File: config.mk
export PLATFORM = sky130hd
export DESIGN_NAME = axi_txn_scheduler_flat
export DESIGN_NICKNAME = d
export VERILOG_FILES = /design/src/rtl/axi_txn_scheduler_pkg.sv /design/src/rtl/axi_txn_scheduler_if.sv /design/src/rtl/axi_txn_scheduler_rr_next_sel.sv /design/src/rtl/axi_txn_scheduler.sv /design/src/flat_wrapper.sv
export SDC_FILE = /design/constraint.sdc
export NUM_CORES = 1
export LEC_CHECK = 0
export BUFFER_PORTS_ARGS = -buffer_cell sky130_fd_sc_hd__buf_2
export CAP_MARGIN = 0
export CORE_MARGIN = 4
export CORE_UTILIZATION = 52
export CTS_CLUSTER_DIAMETER = 40
export CTS_CLUSTER_SIZE = 10
export DETAILED_ROUTE_END_ITERATION = 8
export GPL_ROUTABILITY_DRIVEN = 0
export PLACE_DENSITY = 0.76
export SYNTH_ARGS = -nofsm -noshare
export SYNTH_HDL_FRONTEND = slang
export SYNTH_HIERARCHICAL = 1
export SYNTH_SLANG_ARGS = --single-unit
File: constraint.sdc
create_clock -name ACLK -period 3.3 [get_ports ACLK]
set_input_delay 0.66 -clock ACLK [delete_from_list [all_inputs] [get_ports ACLK]]
set_output_delay 0.66 -clock ACLK [all_outputs]
set_load 0.01 [all_outputs]
File: src/rtl/axi_txn_scheduler_pkg.sv
// Shared types and widths for the AXI transaction scheduler.
package axi_txn_sched_pkg;

    localparam int COUNT_W  = 16;
    localparam int CH_IDX_W = 3;

    // Scheduler control states; exactly one is active at a time.
    typedef enum logic [2:0] {
        ST_IDLE,
        ST_ARB,
        ST_PULSE,
        ST_WAIT,
        ST_FINISH
    } sched_state_t;

endpackage

File: src/rtl/axi_txn_scheduler_if.sv
// Engine-side bus between the scheduler and its AXI master test engines.
interface axi_txn_scheduler_if #(
    parameter int NUM_CH = 2
);

    logic [NUM_CH-1:0] init_axi_txn;
    logic [NUM_CH-1:0] txn_done;
    logic [NUM_CH-1:0] txn_error;

    // Scheduler side: fires init pulses, watches done/error levels.
    modport master (
        output init_axi_txn,
        input  txn_done,
        input  txn_error
    );

    // Engine side: receives init pulses, reports done/error levels.
    modport slave (
        input  init_axi_txn,
        output txn_done,
        output txn_error
    );

endinterface

File: src/rtl/axi_txn_scheduler_rr_next_sel.sv
// Round-robin next-channel picker: first enabled channel after last_idx,
// wrapping at NUM_CH. Holds last_idx when no channel is enabled.
module rr_next_sel
    import axi_txn_sched_pkg::*;
#(
    parameter int NUM_CH = 2
) (
    input  logic [NUM_CH-1:0]   en_mask,
    input  logic [CH_IDX_W-1:0] last_idx,
    output logic [CH_IDX_W-1:0] next_idx
);

    logic                found;
    logic [CH_IDX_W-1:0] cand;

    // Scan forward from last_idx+1, keeping the first enabled candidate.
    always_comb begin
        next_idx = last_idx;
        found    = 1'b0;
        cand     = '0;
        for (int off = 1; off <= NUM_CH; off++) begin
            cand = CH_IDX_W'((int'(last_idx) + off) % NUM_CH);
            if (!found && ((en_mask & (NUM_CH'(1) << cand)) != '0)) begin
                next_idx = cand;
                found    = 1'b1;
            end
        end
    end

endmodule

File: src/rtl/axi_txn_scheduler.sv
// Sequences init pulses to NUM_CH AXI master test engines in round-robin
// order, counts pass/error completions and aborts a run on timeout.
module axi_txn_scheduler
    import axi_txn_sched_pkg::*;
#(
    parameter int NUM_CH            = 2,
    parameter int INIT_PULSE_CYCLES = 2
) (
    input  logic                ACLK,
    input  logic                ARESETN,
    input  logic                start,
    input  logic [COUNT_W-1:0]  run_count,
    input  logic [COUNT_W-1:0]  timeout_cycles,
    input  logic [NUM_CH-1:0]   ch_enable,
    axi_txn_scheduler_if.master eng,
    output logic                busy,
    output logic                run_done,
    output logic                fail,
    output logic                timeout_flag,
    output logic [COUNT_W-1:0]  pass_count,
    output logic [COUNT_W-1:0]  err_count,
    output logic [CH_IDX_W-1:0] last_ch
);

    sched_state_t        state;
    logic [COUNT_W-1:0]  remaining;
    logic [COUNT_W-1:0]  tmo_lim;
    logic [COUNT_W-1:0]  wait_cnt;
    logic [NUM_CH-1:0]   en_mask;
    logic [NUM_CH-1:0]   grant_oh;
    logic [3:0]          pulse_cnt;
    logic [CH_IDX_W-1:0] next_ch;
    logic                done_cur;
    logic                done_q;
    logic                done_edge;
    logic                grant_err;
    logic                tmo_hit;

    // Counters stick at all-ones rather than wrapping.
    function automatic logic [COUNT_W-1:0] sat_inc(input logic [COUNT_W-1:0] v);
        return (v == '1) ? v : v + COUNT_W'(1);
    endfunction

    function automatic logic [NUM_CH-1:0] onehot(input logic [CH_IDX_W-1:0] idx);
        return NUM_CH'(1) << idx;
    endfunction

    rr_next_sel #(
        .NUM_CH (NUM_CH)
    ) u_rr_next_sel (
        .en_mask  (en_mask),
        .last_idx (last_ch),
        .next_idx (next_ch)
    );

    // Only the granted channel's done/error lines are observed.
    assign done_cur  = |(eng.txn_done & grant_oh);
    assign grant_err = |(eng.txn_error & grant_oh);
    assign done_edge = done_cur & ~done_q;
    assign tmo_hit   = (tmo_lim != '0) && (wait_cnt == tmo_lim - COUNT_W'(1));

    // Registered copy of the granted done level; a level already high when
    // WAIT is entered therefore never looks like an edge.
    always_ff @(posedge ACLK) begin
        done_q <= done_cur;
    end

    // Run sequencer: accept start, arbitrate, pulse, wait, finish.
    always_ff @(posedge ACLK or negedge ARESETN) begin
        if (!ARESETN) begin
            state            <= ST_IDLE;
            eng.init_axi_txn <= '0;
            busy             <= 1'b0;
            run_done         <= 1'b0;
            fail             <= 1'b0;
            timeout_flag     <= 1'b0;
            pass_count       <= '0;
            err_count        <= '0;
            last_ch          <= CH_IDX_W'(NUM_CH - 1);
            remaining        <= '0;
            tmo_lim          <= '0;
            wait_cnt         <= '0;
            en_mask          <= '0;
            grant_oh         <= '0;
            pulse_cnt        <= '0;
        end else begin
            run_done <= 1'b0;
            case (state)
                ST_IDLE: begin
                    if (start) begin
                        pass_count   <= '0;
                        err_count    <= '0;
                        fail         <= 1'b0;
                        timeout_flag <= 1'b0;
                        if ((run_count != '0) && (ch_enable != '0)) begin
                            remaining <= run_count;
                            en_mask   <= ch_enable;
                            tmo_lim   <= timeout_cycles;
                            busy      <= 1'b1;
                            state     <= ST_ARB;
                        end else begin
                            run_done <= 1'b1;
                            state    <= ST_FINISH;
                        end
                    end
                end
                ST_ARB: begin
                    grant_oh         <= onehot(next_ch);
                    last_ch          <= next_ch;
                    eng.init_axi_txn <= onehot(next_ch);
                    pulse_cnt        <= '0;
                    state            <= ST_PULSE;
                end
                ST_PULSE: begin
                    if (pulse_cnt == 4'(INIT_PULSE_CYCLES - 1)) begin
                        eng.init_axi_txn <= '0;
                        wait_cnt         <= '0;
                        state            <= ST_WAIT;
                    end else begin
                        pulse_cnt <= pulse_cnt + 4'd1;
                    end
                end
                ST_WAIT: begin
                    // A done edge takes priority over a coincident timeout.
                    if (done_edge) begin
                        if (grant_err) begin
                            err_count <= sat_inc(err_count);
                            fail      <= 1'b1;
                        end else begin
                            pass_count <= sat_inc(pass_count);
                        end
                        remaining <= remaining - COUNT_W'(1);
                        if (remaining == COUNT_W'(1)) begin
                            run_done <= 1'b1;
                            state    <= ST_FINISH;
                        end else begin
                            state <= ST_ARB;
                        end
                    end else if (tmo_hit) begin
                        timeout_flag <= 1'b1;
                        err_count    <= sat_inc(err_count);
                        fail         <= 1'b1;
                        remaining    <= '0;
                        run_done     <= 1'b1;
                        state        <= ST_FINISH;
                    end else begin
                        wait_cnt <= wait_cnt + COUNT_W'(1);
                    end
                end
                ST_FINISH: begin
                    busy  <= 1'b0;
                    state <= ST_IDLE;
                end
                default: begin
                    state <= ST_IDLE;
                end
            endcase
        end
    end

endmodule

File: src/flat_wrapper.sv
// flat-port wrapper written by rule: the top's interface ports become plain ports
module axi_txn_scheduler_flat import axi_txn_sched_pkg::*;
#(
    parameter int NUM_CH            = 2,
    parameter int INIT_PULSE_CYCLES = 2
)
  (ACLK, ARESETN, start, run_count, timeout_cycles, ch_enable, busy, run_done, fail, timeout_flag, pass_count, err_count, last_ch, eng_init_axi_txn, eng_txn_done, eng_txn_error);
  axi_txn_scheduler_if #(.NUM_CH(NUM_CH)) eng_i ();
  input  logic ACLK;
  input  logic ARESETN;
  input  logic start;
  input  logic [COUNT_W-1:0] run_count;
  input  logic [COUNT_W-1:0] timeout_cycles;
  input  logic [NUM_CH-1:0] ch_enable;
  output logic busy;
  output logic run_done;
  output logic fail;
  output logic timeout_flag;
  output logic [COUNT_W-1:0] pass_count;
  output logic [COUNT_W-1:0] err_count;
  output logic [CH_IDX_W-1:0] last_ch;
  output wire logic [$bits(eng_i.init_axi_txn)-1:0] eng_init_axi_txn;
  input wire logic [$bits(eng_i.txn_done)-1:0] eng_txn_done;
  input wire logic [$bits(eng_i.txn_error)-1:0] eng_txn_error;
  assign eng_init_axi_txn = eng_i.init_axi_txn;
  assign eng_i.txn_done = eng_txn_done;
  assign eng_i.txn_error = eng_txn_error;
  axi_txn_scheduler #(.NUM_CH(NUM_CH), .INIT_PULSE_CYCLES(INIT_PULSE_CYCLES)) u_core (.ACLK(ACLK), .ARESETN(ARESETN), .start(start), .run_count(run_count), .timeout_cycles(timeout_cycles), .ch_enable(ch_enable), .eng(eng_i), .busy(busy), .run_done(run_done), .fail(fail), .timeout_flag(timeout_flag), .pass_count(pass_count), .err_count(err_count), .last_ch(last_ch));
endmodule
==> results.json <==
{
  "cpPeakStageDelay_ns": 0.54,
  "grt_pass1_vias": 4924,
  "io_buffers": 81,
  "rows": 38,
  "regToRegStartpoint": "u_core/tmo_lim[0]",
  "rrSetupSlack_ns": 0.01,
  "antenna_found_initial": 0,
  "layout_commonest_cell": "nand2_1",
  "die_w_um": 113,
  "seqPwrFrac_pct": 56.5,
  "rsz0062_at_grt": "true",
  "cellLeakagePower_nw": 3.07,
  "nFillCells": 938,
  "total_power_w": 0.00219,
  "cts_tree": "done",
  "layout.nets": 776,
  "dpl.hpwl_mm": 9.99,
  "final_hold_viol_count": 0,
  "drc": 0,
  "synth.avg_cell_area_sq_um": 8.91,
  "ys.flop_type": "dfrtp_1",
  "path_delay_family": "simple AND/OR/NAND/NOR gates",
  "p_switching_w": 0.000465,
  "path_max_fanout": 18,
  "drt_iter0_drc": 316,
  "grt.overflow.total": 0,
  "h-tree-depth": 3,
  "layout.area.seq_sq_mm": 0.00252,
  "place_area_sq_mm": 0.00632,
  "final_core_util_pct": 61.3,
  "cts_buffers": 9,
  "crit_top_cell": "buf_4",
  "fin_crit_ns": 3.29,
  "crit_type": "reg2reg",
  "crit_chain": "inv_2 -> ha_1 -> or4b_4 -> nor4_4 -> o32ai_1 -> or4_4 -> nor4b_4 -> buf_4 -> a211oi_4 -> buf_12 -> nor3_2 -> buf_4 -> xnor2_1 -> nor2_1",
  "synthArstFlopShare_pct": 99.0,
  "final_cells": 871,
  "synth_edf_count": 0,
  "max_freq_mhz": 304,
  "top_layer": "met4",
  "pin_count": 82,
  "synth_cells": 641,
  "p_clk_share_pct": 40.9,
  "postRouteAntennaNets": 0,
  "hold_class": "in2async",
  "start_util_pct": 52.9,
  "path_buf_inv": 4,
  "arrival_ns": 3.54,
  "synth.yosys.warnings": 6,
  "fin_area_sq_mm": 0.00662,
  "wl_met3_um": 730,
  "n_antenna_cell": 0,
  "slew_violations": 0,
  "reg2reg_depth": 14,
  "die_height_um": 113,
  "wl_met1_mm": 6.21,
  "wirelength_mm": 14.0,
  "ir_drop_mv": 0.285,
  "layout_common_cells": "nand2_1 (112), dfrtp_1 (98), buf_2 (80), nor2_1 (72), xnor2_1 (32)",
  "critical_path_depth": 14,
  "sw_frac_of_total_pct": 21.2,
  "post-route-period-util_pct": 99.7,
  "whs_ns": 0.373,
  "dieArea_sq_mm": 0.0127,
  "dp_cells": 852,
  "drv_cap": 0,
  "setup_viol": 0,
  "cp_slowest_cell": "or4b_4",
  "cts_sinks": 101,
  "ys_seq_area_share_pct": 44.2,
  "post_drt_wl_per_cell_um": 16.1,
  "dr_wl_met2_mm": 6.87,
  "critPathLaunch": "u_core/tmo_lim[0]",
  "synth_cell_types": 68,
  "combinationalPowerShare_pct": 2.6,
  "yosys.area.top_type": "dfrtp_1",
  "tightest_slew_ns": 1.32,
  "ctsHoldBuffers": 0,
  "clk_path_buf_depth": 2,
  "syn2layout_area_growth_pct": 15.8,
  "drive_above_1_share_pct": 21.8,
  "track_usage_pct": 22.1,
  "internal_power_w": 0.00172,
  "grt_pass1_wl_mm": 23.2,
  "max_slew_margin_pct": 11.7,
  "via_per_inst": 5.76,
  "yosys.area.top_type_share_pct": 43.4,
  "clk_latency_ns": 0.37,
  "fin_skew_ns": 0.00915,
  "vias": 5019,
  "run_status": "finished, final reports clean",
  "endpoint_kind": "register",
  "fp.coreArea_sq_mm": 0.0108,
  "synth_area_sq_mm": 0.00571,
  "grt_max_degree": 64,
  "crit_required_ns": 3.55,
  "cp-start-kind": "register",
  "firstDrtPassIters": 5,
  "synth_nets": 691,
  "cts-root-buf": "clkbuf_8",
  "synth_area_leaders": "dfrtp_1 (43%), nand2_1 (7.4%), xnor2_1 (4.9%)",
  "multi_input_area_sq_mm": 0.00303,
  "clk_pin_slew_worst_paths_ns": 0.09,
  "p_per_area_mw_per_mm2": 331,
  "ys_ff_latch": 101
}
-- power by group through the flow --
| stage | sequential [W] | combinational [W] | clock, W |
|---|---|---|---|
| 2_1_floorplan | 0.00126 | 0.00000286 | 0 |
| 3_3_place_gp | 0.00126 | 0.0000576 | 0 |
| 3_5_place_dp | 0.00126 | 0.0000587 | 0 |
| 4_1_cts | 0.00124 | 0.0000589 | 0.000914 |
| 5_1_grt | 0.00124 | 0.0000655 | 0.000971 |
| 6_report | 0.00124 | 0.0000567 | 0.000895 |
-- worst paths after layout --
kind,end
min reg2reg,u_core/fail
max in group asynchronous,u_core/pass_count[8]
min,u_core/last_ch[1]
max reg2reg,u_core/err_count[7]
min in group ACLK,u_core/tmo_lim[9]
max,u_core/err_count[7]
-- cells in the mapped netlist (3+ instances only) --
| cell type | number |
|---|---|
| nand3_1 | 18 |
| o211ai_1 | 13 |
| clkbuf_1 | 22 |
| dfrtp_1 | 99 |
| o41ai_1 | 3 |
| o22ai_1 | 3 |
| inv_1 | 17 |
| a21oi_1 | 23 |
| nor3b_1 | 3 |
| nor4_1 | 18 |
| nor3_2 | 6 |
| nand4_1 | 15 |
| o31ai_1 | 4 |
| xor2_1 | 23 |
| mux2_2 | 4 |
| or3_1 | 8 |
| nand2_1 | 112 |
| ha_1 | 9 |
| nor2_1 | 73 |
| buf_2 | 5 |
| or2_2 | 5 |
| nor3_1 | 19 |
| mux2i_1 | 6 |
| xnor2_1 | 32 |
| o21ai_0 | 29 |
| a211oi_1 | 5 |
| and3_1 | 5 |
| and2_1 | 5 |
| a31oi_1 | 5 |
-- stage by stage --
stage               setup WS, ns  setup TNS (ns)
finish                    0.0106               0
global route              -0.156          -0.603
CTS                       0.0453               0
detailed placement        -0.118           -1.12
global placement         0.00725               0
floorplan                  0.188               0
-- state kept, by name, summed over array words and instances (netlist names), 2 cells and up --
register,count
u_core/en_mask,2
u_core/eng.init_axi_txn,2
u_core/err_count,16
u_core/grant_oh,2
u_core/last_ch,3
u_core/pass_count,16
u_core/pulse_cnt,4
u_core/remaining,16
u_core/state,3
u_core/tmo_lim,16
u_core/wait_cnt,16
-- worst reg2reg max path, cell delays in order, from the launching register on --
cell and delay [ns]:
dfrtp_1 0.40, inv_2 0.07, ha_1 0.15, or4b_4 0.54
nor4_4 0.18, o32ai_1 0.13, or4_4 0.44, nor4b_4 0.26
buf_4 0.18, a211oi_4 0.07, buf_12 0.18, nor3_2 0.24
buf_4 0.16, xnor2_1 0.11, nor2_1 0.06
-- area by class of cell --
class                      instances  area share, %
sequential                       101           38.2
tap                              140           2.65
clock buffer                      12           2.34
inverter                          17          0.964
timing repair buffer             104           8.96
clock inverter                     4           1.06
multi-input combinational        493           45.9
-- cell families after synthesis --
group | Yosys count | synth area share [%]
AO/OA/AOI/OAI | 117 | 14.4
multiplexers | 11 | 2.04
XOR/XNOR | 55 | 8.43
adder cells (fa/ha/maj) | 10 | 2.15
buffers and inverters | 47 | 3.46
AND/OR/NAND/NOR | 300 | 25.4
flip-flops | 101 | 44.2
-- routing by layer --
layer | vias up | global-route usage [%]
li1 | 2430 | -
met1 | 2420 | 29.5
met2 | 150 | 37.3
met3 | 19 | 3.74
met4 | 0 | 6.09
met5 | - | 0
-- repair_timing --
action | CTS | global route
resized for setup | 1 | 9
buffers inserted | 1 | 2
pin swaps | 1 | 1
endpoints found under the setup margin | 18 | 26
No activity file was read; power rests on OpenSTA's default activity.
